`config.mk`:
```
export PLATFORM = sky130hd
export DESIGN_NAME = alu_cdb_flat
export DESIGN_NICKNAME = d
export VERILOG_FILES = /design/src/rtl/alu_cdb_if.sv /design/src/rtl/alu_cdb.sv /design/src/flat_wrapper.sv
export SDC_FILE = /design/constraint.sdc
export NUM_CORES = 1
export LEC_CHECK = 0
export CORE_MARGIN = 4
export CORE_UTILIZATION = 30
export CTS_CLUSTER_SIZE = 30
export DETAILED_ROUTE_END_ITERATION = 8
export HOLD_SLACK_MARGIN = 0.15
export PLACE_DENSITY = 0.43
export SETUP_SLACK_MARGIN = 0.02
export SLEW_MARGIN = 20
export SYNTH_ARGS = -nofsm -noshare
export SYNTH_HDL_FRONTEND = slang
export SYNTH_SLANG_ARGS = --single-unit
```
`constraint.sdc`:
```
create_clock -name clk -period 11.3 [get_ports clk]
set_input_delay 2.26 -clock clk [delete_from_list [all_inputs] [get_ports clk]]
set_output_delay 2.26 -clock clk [all_outputs]
set_load 0.01 [all_outputs]
```
`src/rtl/alu_cdb_if.sv`:
```
// rtl/alu_cdb_if.sv - result-capture and broadcast signals between ALU station, CDB stage and ROB
interface alu_cdb_if #(
  parameter int RS_NUM_WIDTH = 3,
  parameter int TAG_WIDTH    = 4,
  parameter int DATA_WIDTH   = 32
);
  logic                    flush;
  logic                    in_valid;
  logic [RS_NUM_WIDTH-1:0] in_rsnum;
  logic [TAG_WIDTH-1:0]    in_tag;
  logic [DATA_WIDTH-1:0]   in_data;
  logic                    rob_ready;
  logic                    out_finish;
  logic [RS_NUM_WIDTH-1:0] out_rsnum;
  logic [TAG_WIDTH-1:0]    out_tag;
  logic [DATA_WIDTH-1:0]   out_data;
  logic [RS_NUM_WIDTH:0]   count;

  modport master (
    output flush, in_valid, in_rsnum, in_tag, in_data, rob_ready,
    input  out_finish, out_rsnum, out_tag, out_data, count
  );

  modport slave (
    input  flush, in_valid, in_rsnum, in_tag, in_data, rob_ready,
    output out_finish, out_rsnum, out_tag, out_data, count
  );
endinterface

```
`src/rtl/alu_cdb.sv`:
```
// rtl/alu_cdb.sv - ALU common data bus stage: dedups station re-issues, queues results, broadcasts one per cycle
module alu_cdb #(
  parameter int                    RS_SIZE      = 8,
  parameter int                    RS_NUM_WIDTH = 3,
  parameter int                    TAG_WIDTH    = 4,
  parameter int                    DATA_WIDTH   = 32,
  parameter logic [TAG_WIDTH-1:0]  TAG_FREE     = '0
) (
  input  logic       clk,
  input  logic       rst,
  alu_cdb_if.slave   bus
);
  localparam logic [RS_NUM_WIDTH-1:0] PTR_ONE  = 1;
  localparam logic [RS_NUM_WIDTH:0]   CNT_ONE  = 1;
  localparam logic [RS_NUM_WIDTH:0]   CNT_FULL = (RS_NUM_WIDTH+1)'(RS_SIZE);

  logic [RS_NUM_WIDTH-1:0] q_rsnum [RS_SIZE];
  logic [TAG_WIDTH-1:0]    q_tag   [RS_SIZE];
  logic [DATA_WIDTH-1:0]   q_data  [RS_SIZE];
  logic [RS_NUM_WIDTH-1:0] head, tail;
  logic [RS_NUM_WIDTH:0]   cnt;
  logic [RS_SIZE-1:0]      pending, pending_nxt;
  logic                    ret_valid;
  logic [RS_NUM_WIDTH-1:0] ret_rsnum;

  logic                    finish_r;
  logic [RS_NUM_WIDTH-1:0] rsnum_r;
  logic [TAG_WIDTH-1:0]    tag_r;
  logic [DATA_WIDTH-1:0]   data_r;

  logic accept, pop, bypass, push;

  always_comb begin
    accept = bus.in_valid && (bus.in_tag != TAG_FREE) && !pending[bus.in_rsnum] && !bus.flush;
    pop    = bus.rob_ready && (cnt != '0);
    bypass = bus.rob_ready && (cnt == '0) && accept;
    push   = accept && !bypass;
    // Release the slot broadcast last cycle before marking the new arrival,
    // so the station's one trailing re-issue is still filtered.
    pending_nxt = pending;
    if (ret_valid) pending_nxt[ret_rsnum] = 1'b0;
    if (accept)    pending_nxt[bus.in_rsnum] = 1'b1;
  end

  always_ff @(posedge clk) begin
    if (push) begin
      q_rsnum[tail] <= bus.in_rsnum;
      q_tag[tail]   <= bus.in_tag;
      q_data[tail]  <= bus.in_data;
    end
  end

  always_ff @(posedge clk) begin
    if (rst || bus.flush) begin
      head      <= '0;
      tail      <= '0;
      cnt       <= '0;
      pending   <= '0;
      ret_valid <= 1'b0;
      ret_rsnum <= '0;
      finish_r  <= 1'b0;
      rsnum_r   <= '0;
      tag_r     <= TAG_FREE;
      data_r    <= '0;
    end else begin
      assert (!(push && cnt == CNT_FULL));
      pending <= pending_nxt;
      if (push) tail <= tail + PTR_ONE;
      if (pop)  head <= head + PTR_ONE;
      if (push && !pop)      cnt <= cnt + CNT_ONE;
      else if (pop && !push) cnt <= cnt - CNT_ONE;
      ret_valid <= pop || bypass;
      ret_rsnum <= pop ? q_rsnum[head] : bus.in_rsnum;
      if (pop) begin
        finish_r <= 1'b1;
        rsnum_r  <= q_rsnum[head];
        tag_r    <= q_tag[head];
        data_r   <= q_data[head];
      end else if (bypass) begin
        finish_r <= 1'b1;
        rsnum_r  <= bus.in_rsnum;
        tag_r    <= bus.in_tag;
        data_r   <= bus.in_data;
      end else begin
        finish_r <= 1'b0;
        rsnum_r  <= '0;
        tag_r    <= TAG_FREE;
        data_r   <= '0;
      end
    end
  end

  assign bus.out_finish = finish_r;
  assign bus.out_rsnum  = rsnum_r;
  assign bus.out_tag    = tag_r;
  assign bus.out_data   = data_r;
  assign bus.count      = cnt;
endmodule

```
`src/flat_wrapper.sv`:
```
// flat-port wrapper written by rule: the top's interface ports become plain ports
module alu_cdb_flat 
#(
  parameter int                    RS_SIZE      = 8,
  parameter int                    RS_NUM_WIDTH = 3,
  parameter int                    TAG_WIDTH    = 4,
  parameter int                    DATA_WIDTH   = 32,
  parameter logic [TAG_WIDTH-1:0]  TAG_FREE     = '0
)
  (clk, rst, bus_flush, bus_in_valid, bus_in_rsnum, bus_in_tag, bus_in_data, bus_rob_ready, bus_out_finish, bus_out_rsnum, bus_out_tag, bus_out_data, bus_count);
  alu_cdb_if #(.RS_NUM_WIDTH(RS_NUM_WIDTH), .TAG_WIDTH(TAG_WIDTH), .DATA_WIDTH(DATA_WIDTH)) bus_i ();
  input  logic clk;
  input  logic rst;
  input wire logic [$bits(bus_i.flush)-1:0] bus_flush;
  input wire logic [$bits(bus_i.in_valid)-1:0] bus_in_valid;
  input wire logic [$bits(bus_i.in_rsnum)-1:0] bus_in_rsnum;
  input wire logic [$bits(bus_i.in_tag)-1:0] bus_in_tag;
  input wire logic [$bits(bus_i.in_data)-1:0] bus_in_data;
  input wire logic [$bits(bus_i.rob_ready)-1:0] bus_rob_ready;
  output wire logic [$bits(bus_i.out_finish)-1:0] bus_out_finish;
  output wire logic [$bits(bus_i.out_rsnum)-1:0] bus_out_rsnum;
  output wire logic [$bits(bus_i.out_tag)-1:0] bus_out_tag;
  output wire logic [$bits(bus_i.out_data)-1:0] bus_out_data;
  output wire logic [$bits(bus_i.count)-1:0] bus_count;
  assign bus_i.flush = bus_flush;
  assign bus_i.in_valid = bus_in_valid;
  assign bus_i.in_rsnum = bus_in_rsnum;
  assign bus_i.in_tag = bus_in_tag;
  assign bus_i.in_data = bus_in_data;
  assign bus_i.rob_ready = bus_rob_ready;
  assign bus_out_finish = bus_i.out_finish;
  assign bus_out_rsnum = bus_i.out_rsnum;
  assign bus_out_tag = bus_i.out_tag;
  assign bus_out_data = bus_i.out_data;
  assign bus_count = bus_i.count;
  alu_cdb #(.RS_SIZE(RS_SIZE), .RS_NUM_WIDTH(RS_NUM_WIDTH), .TAG_WIDTH(TAG_WIDTH), .DATA_WIDTH(DATA_WIDTH), .TAG_FREE(TAG_FREE)) u_core (.clk(clk), .rst(rst), .bus(bus_i));
endmodule
```
==> summary.txt, run 1 <==
CTS
  – H-tree lvl count: 2
  – Cts repair resizes: 0
  – CTS tree: yes
  – TritonCTS Buffers: 43
  – Post-CTS Hold Fix Bufs: 0
  – CTS root buffer: clkbuf_16
  – Clock buffer depth: 3
  – Clock transition at the registers of the reported paths: 50 ps
  – Post CTS Setup Buffer Count: 0
  – Worst-Skew Late Latency: 550 ps
  – Clock Sinks: 376

Worst setup path
  – Reg2reg start: u_core.pending[7]
  – Slowest cell on crit path: clkdlybuf4s50_1
  – Crit path max fanout: 39
  – Worst stage delay on the critical path: 1030 ps
  – Critical path endpoint category: flip-flop
  – Critical Path RT: 11480 ps
  – Crit Path Category: in2reg
  – R2R cell count: 6
  – CP cell instances: clkdlybuf4s50_1, mux2i_1, o32ai_2, nor3_4, nand3_1, nor3_2, buf_4
  – CP Launch Type: input pin
  – R2r setup slk: 8640 ps
  – Worst R2R End: u_core.q_data[4][27]
  – CP Data Arrival Time: 5430 ps

Synth
  – Post-Synthesis Mean Instance Area: 18.6 µm²
  – EDFF count, synth: 312
  – Top cell type by total area after synthesis: edfxtp_1
  – Synthesized net count: 818
  – YS warnings: 0
  – Largest cells by area after synthesis: edfxtp_1, mux4_2, dfxtp_1
  – Synth Flop Type: edfxtp_1
  – Post-synthesis sequential area ratio: 74.6%
  – Synth Instances: 769
  – Area of the mapped netlist: 14300 µm²
  – Yosys top cell area share: 65.7%
  – Post-synth ARST share: 0%
  – Seq cells post-synth: 376
  – Post-synthesis cell type count: 43

Global routing
  – Initial antenna violation count: 0
  – Vias in the first global route: 7750
  – Largest net degree at the start of global routing: 62
  – GR Overflow Total: 0
  – First-pass GRT wire length: 48400 µm
  – Total GRT Usage: 12.5%

Placement
  – DP Wirelength: 17700 µm
  – RePlAce Congestion: 0.695
  – Placed Area: 15900 µm²
  – # port buffers: 87

Finish
  – Layout cells sized above 1: 19.3%
  – Final instance area: 17200 µm²
  – Fin util: 36.9%
  – Footprint of the multi-input gates: 3460 µm²
  – Fillers: 4373
  – Final #Nets: 925
  – Area grow syn2layout: 20.8%
  – Commonest non-fill, non-tap cell in the layout: edfxtp_1
  – Commonest cells after routing, fill and taps aside: edfxtp_1, nor2_1, clkdlybuf4s50_1
  – Storage element area: 10700 µm²
  – Antenna Cells: 0

Power and ir drop
  – Leakage: 0.00523 µW
  – Power per Cell Area: 170 nW/µm²
  – Worst IR drop on VDD: 0.0858 mV

Flow run
  – Max-cap violations: 0

STA
  – Final TNS setup: 0 ps
  – Setup violations, final: 0
  – RSZ-0062 raised after global routing: false
  – Slew Viols, Final: 0
  – Clk_skew: 11.3 ps
  – Fmax: 190 MHz
  – Worst-margin pin slew: 889 ps
  – Hold Fails Final Rpt: 0
  – Relative slew margins: 40.7%
  – Fin crit share: 46.5%
  – Final min period: 5250 ps

Worst hold path
  – Hold Path Stages: 2
  – Hold_sp: u_core.pending[0]
  – Worst Hold Endpoint: u_core.pending[0]
  – Worst hold path class: reg2reg

Floorplanning
  – DIE HEIGHT: 226 µm
  – Die ar.: 51100 µm²
  – Cell Rows: 79
  – Initial Utilization: 30.5%
  – Core footprint: 46800 µm²
  – I/O pins: 88
  – Die width: 226 µm

Drt
  – Vias/cell: 4.71
  – Routed Antenna Nets: 0
  – Average routed wire per standard cell: 20.8 µm
  – Starting DRC count in detailed routing: 448
  – Post-Route WL: 31500 µm
  – Vias: 7139
  – Drt pass-1 iters: 4
  – DRC: 0

Run status
  – Status: completed
kinds of logic after synthesis:
| group | Yosys count | synth area share, % |
|---|---|---|
| multiplexers | 123 | 15.6 |
| buffers and inverters | 48 | 1.53 |
| flip-flops | 376 | 74.6 |
| AO/OA/AOI/OAI | 75 | 3.05 |
| XOR/XNOR | 4 | 0.246 |
| AND/OR/NAND/NOR | 138 | 4.49 |
| adder cells (fa/ha/maj) | 5 | 0.491 |
cell type report:
cell class / count / share of cell area [%]
multi-input combinational: 345 / 20.1
clock buffer: 48 / 6.35
inverter: 5 / 0.109
sequential: 376 / 61.9
timing repair buffer: 105 / 5.95
tap: 607 / 4.41
clock inverter: 29 / 1.21
report_power, final:
| part | switching, µW | total [µW] | internal (µW) | leakage [µW] |
|---|---|---|---|---|
| registers | 6.25 | 1520 | 1510 | 0.00333 |
| logic | 67.3 | 119 | 51.9 | 0.00125 |
| clock network | 538 | 1300 | 761 | 0.000644 |
| total | 612 | 2940 | 2330 | 0.00523 |
through the flow:
stage | instances | hold slack [ps] | power [µW] | setup WS [ps]
final | 1515 | 483 | 2940 | 6050
after CTS | 1514 | 479 | 2990 | 6060
after global routing | 1515 | 488 | 3060 | 5740
after global placement | 1437 | 471 | 1670 | 5500
after detailed placement | 1437 | 465 | 1670 | 5440
after floorplan | 769 | 444 | 1610 | 3890
registers in the layout, indices dropped and copies added (netlist names), named ones only:
register / flops
u_core.q_rsnum: 24
u_core.ret_valid: 1
u_core.bus.out_rsnum: 3
u_core.q_data: 256
u_core.bus.out_tag: 4
u_core.tail: 3
u_core.bus.count: 4
u_core.q_tag: 32
u_core.ret_rsnum: 3
u_core.head: 3
u_core.bus.out_data: 32
u_core.pending: 8
worst max path at each step:
| stage | from | endpoint | depth (start not counted) |
|---|---|---|---|
| after floorplan | bus_in_rsnum[2] | u_core.q_data[0][0] | 5 |
| after global placement | bus_in_rsnum[0] | u_core.bus.count[3] | 10 |
| after detailed placement | bus_in_rsnum[2] | u_core.q_data[4][18] | 7 |
| after CTS | bus_in_rsnum[2] | u_core.q_tag[4][0] | 7 |
| after global routing | bus_in_rsnum[2] | u_core.bus.count[3] | 10 |
| final | bus_in_rsnum[2] | u_core.q_data[4][27] | 7 |
synth_stat cells, types with 5 or more instances:
| master | number |
|---|---|
| nand2b_1 | 7 |
| clkbuf_1 | 17 |
| nor2_1 | 92 |
| buf_1 | 5 |
| nand3_1 | 5 |
| mux4_2 | 78 |
| inv_1 | 5 |
| o21ai_0 | 9 |
| edfxtp_1 | 312 |
| buf_2 | 18 |
| a21oi_1 | 55 |
| mux2i_1 | 44 |
| nand2_1 | 7 |
| nor3_1 | 7 |
| dfxtp_1 | 64 |
critical path, delay by kind of cell:
kind / cells / cell delay (ps)
and+or+nand+nor: 3 / 1020
buffers and inverters: 2 / 1570
muxes: 1 / 340
AOI/OAI and AO/OA: 1 / 190
routing by layer:
layer / vias up / track usage, % / wire length, µm
li1: 3243 / - / -
met1: 3703 / 16.8 / 14100
met2: 145 / 20.5 / 15400
met3: 48 / 2.83 / 1320
met4: 0 / 3.57 / 691
met5: - / 0 / 0
Note: power is estimated with default switching activity, not from simulation.
==> run 2: changes to the inputs <==
--- a/config.mk
+++ b/config.mk
@@ -10,7 +10,7 @@
 export CTS_CLUSTER_SIZE = 30
 export DETAILED_ROUTE_END_ITERATION = 8
 export HOLD_SLACK_MARGIN = 0.15
-export PLACE_DENSITY = 0.43
+export PLACE_DENSITY = 0.45
 export SETUP_SLACK_MARGIN = 0.02
 export SLEW_MARGIN = 20
 export SYNTH_ARGS = -nofsm -noshare
==> constraint.sdc (replaced) <==
create_clock -name clk -period 4.3 [get_ports clk]
set_input_delay 0.86 -clock clk [delete_from_list [all_inputs] [get_ports clk]]
set_output_delay 0.86 -clock clk [all_outputs]
set_load 0.01 [all_outputs]
==> summary.txt, run 2 (same netlist as run 1, synthesis figures left out) <==
Finish
  – Layout cells sized above 1: 20.0% (+0.77 points)
  – Top reg by flops: u_core.q_data
  – Commonest cells after routing, fill and taps aside: edfxtp_1, nor2_1, clkdlybuf4s50_1
  – Final #Nets: 934 (+0.97%)
  – Fillers: 4339 (-0.78%)
  – Number of flip-flops in the largest register: 256 (unchanged)
  – Fin util: 37.3% (+0.44 points)
  – Area grow syn2layout: 22.2%
  – Footprint of the multi-input gates: 3480 µm² (+0.43%)
  – Antenna Cells: 0 (unchanged)
  – Commonest non-fill, non-tap cell in the layout: edfxtp_1
  – Storage element area: 10700 µm² (unchanged)

Worst setup path
  – Slowest cell on crit path: clkdlybuf4s50_1
  – Crit Path Category: in2reg
  – R2r setup slk: 1960 ps (-6680 ps)
  – Critical path endpoint category: flip-flop
  – Worst stage delay on the critical path: 710 ps (-320 ps)
  – CP cell instances: clkdlybuf4s50_1, mux2i_1, o32ai_2, nor4_2, inv_1, ha_1, a21o_1, a21oi_1, mux2i_1, mux2i_1
  – Crit path max fanout: 8 (-79%)
  – Setup crit start: bus_in_rsnum[2]
  – Reg2reg start: u_core.bus.count[0]
  – Top delay family on crit path: buffers and inverters
  – CP Launch Type: input pin
  – CP Data Arrival Time: 3560 ps (-1870 ps)
  – Worst path buffer plus inverter count: 2 (unchanged)
  – Critical Path RT: 4780 ps (-6700 ps)
  – Cell mode on critical path: mux2i_1

Drt
  – Vias: 7150 (+0.15%)
  – Starting DRC count in detailed routing: 430 (-4.0%)
  – Post-Route WL: 32200 µm (+2.1%)
  – Drt pass-1 iters: 7 (+3)
  – Average routed wire per standard cell: 21.1 µm (+1.4%)
  – DRC: 0 (unchanged)
  – Routed Antenna Nets: 0 (unchanged)
  – Vias/cell: 4.69 (-0.50%)

STA
  – Final TNS setup: 0 ps (unchanged)
  – Fmax: 325 MHz
  – RSZ-0062 raised after global routing: false
  – Setup WS post-layout: 1220 ps (-4830 ps)
  – Clk_skew: 11.0 ps (-0.260 ps)
  – Slew Viols, Final: 0 (unchanged)
  – Relative slew margins: 38.0% (-2.8 points)
  – Fin crit share: 71.6%
  – Hold Fails Final Rpt: 0 (unchanged)
  – Final min period: 3080 ps
  – Setup violations, final: 0 (unchanged)
  – Worst-margin pin slew: 931 ps (+41.4 ps)

CTS
  – Cts repair resizes: 0 (unchanged)
  – Post CTS Setup Buffer Count: 0 (unchanged)
  – Clock Sinks: 376 (unchanged)
  – H-tree lvl count: 2 (unchanged)
  – Clock transition at the registers of the reported paths: 60 ps (about the same)
  – Worst-Skew Late Latency: 550 ps (about the same)
  – TritonCTS Buffers: 42 (-2.3%)
  – CTS tree: yes
  – CTS root buffer: clkbuf_16
  – Post-CTS Hold Fix Bufs: 0 (unchanged)
  – Clock buffer depth: 3 (unchanged)

Flow run
  – Max-cap violations: 0 (unchanged)

Floorplanning
  – Core footprint: 46800 µm² (unchanged)
  – Die width: 226 µm (unchanged)
  – Cell Rows: 79 (unchanged)
  – Die ar.: 51100 µm² (unchanged)
  – I/O pins: 88 (unchanged)
  – DIE HEIGHT: 226 µm (unchanged)
  – Initial Utilization: 30.5% (unchanged)

Power and ir drop
  – Pwr Total: 7770 µW (+160%)
  – Worst IR drop on VDD: 0.271 mV (+220%)
  – Leakage: 0.00529 µW (+1.2%)
  – Power per Cell Area: 446 nW/µm² (+160%)

Global routing
  – GR Overflow Total: 0 (unchanged)
  – Initial antenna violation count: 2 (+2)
  – Largest net degree at the start of global routing: 62 (unchanged)
  – First-pass GRT wire length: 48900 µm (+0.93%)
  – Total GRT Usage: 12.7% (+0.22 points)
  – Vias in the first global route: 7671 (-1.0%)

Worst hold path
  – Worst hold path class: reg2reg
  – Hold_sp: u_core.pending[1]

Run status
  – Status: completed

Placement
  – Dpl ws: 632 ps (-4800 ps)
  – # port buffers: 87 (unchanged)
  – DP Wirelength: 17800 µm (+0.72%)
  – RePlAce Congestion: 0.722 (+3.9%)
==> run 2: changes by cell type in the layout (fill, tap and decap cells not counted), sizes merged <==
cell	before	now
buf	18	28
clkinvlp	1	2
clkinv	24	13
clkbuf	48	60
inv	6	5
bufinv	3	2
==> run 2: worst reg2reg max path, cell delays in order (launching register included) <==
cell      delay [ps]
dfxtp_1          370
nor4_1           360
nand2b_2         530
buf_4            520
nor2_1           130
a21oi_1          210
nor2_1            60
==> run 2: metal layers <==
| layer | up-vias | share of wire (%) | GRT usage [%] |
|---|---|---|---|
| met1 | 3710 | 46 | 17.5 |
| met2 | 122 | 48 | 20.4 |
| met5 | - | 0.084 | 0 |
| li1 | 3271 | - | - |
| met4 | 4 | 1.8 | 3.18 |
| met3 | 43 | 4.5 | 3.20 |
==> run 2: path summary, 6_finish.rpt <==
path	cells past startpoint	to
worst max-delay path	10	u_core.bus.count[3]
worst min-delay path	2	u_core.pending[1]
worst max register to register	6	u_core.bus.out_rsnum[0]
worst min register to register	2	u_core.pending[1]
==> run 2: per-stage QoR <==
stage | hold slack (ps) | instance area (µm²) | instances
2_1_floorplan | 444 | 14300 | 769
3_3_place_gp | 474 | 16100 | 1448
3_5_place_dp | 474 | 16100 | 1448
4_1_cts | 490 | 17400 | 1525
5_1_grt | 528 | 17400 | 1525
6_report | 487 | 17400 | 1525
==> run 2: cell type report <==
cell class                 count  area share, %
inverter                       5          0.108
multi-input combinational    345           19.9
clock buffer                  60           6.90
tap                          607           4.36
timing repair buffer         115           6.77
clock inverter                17          0.775
sequential                   376           61.1
==> run 2: report_power, final <==
| part | total [µW] | switching (µW) | internal [µW] |
|---|---|---|---|
| sequential | 3990 | 18.1 | 3970 |
| clock | 3460 | 1400 | 2060 |
| combinational | 322 | 181 | 141 |
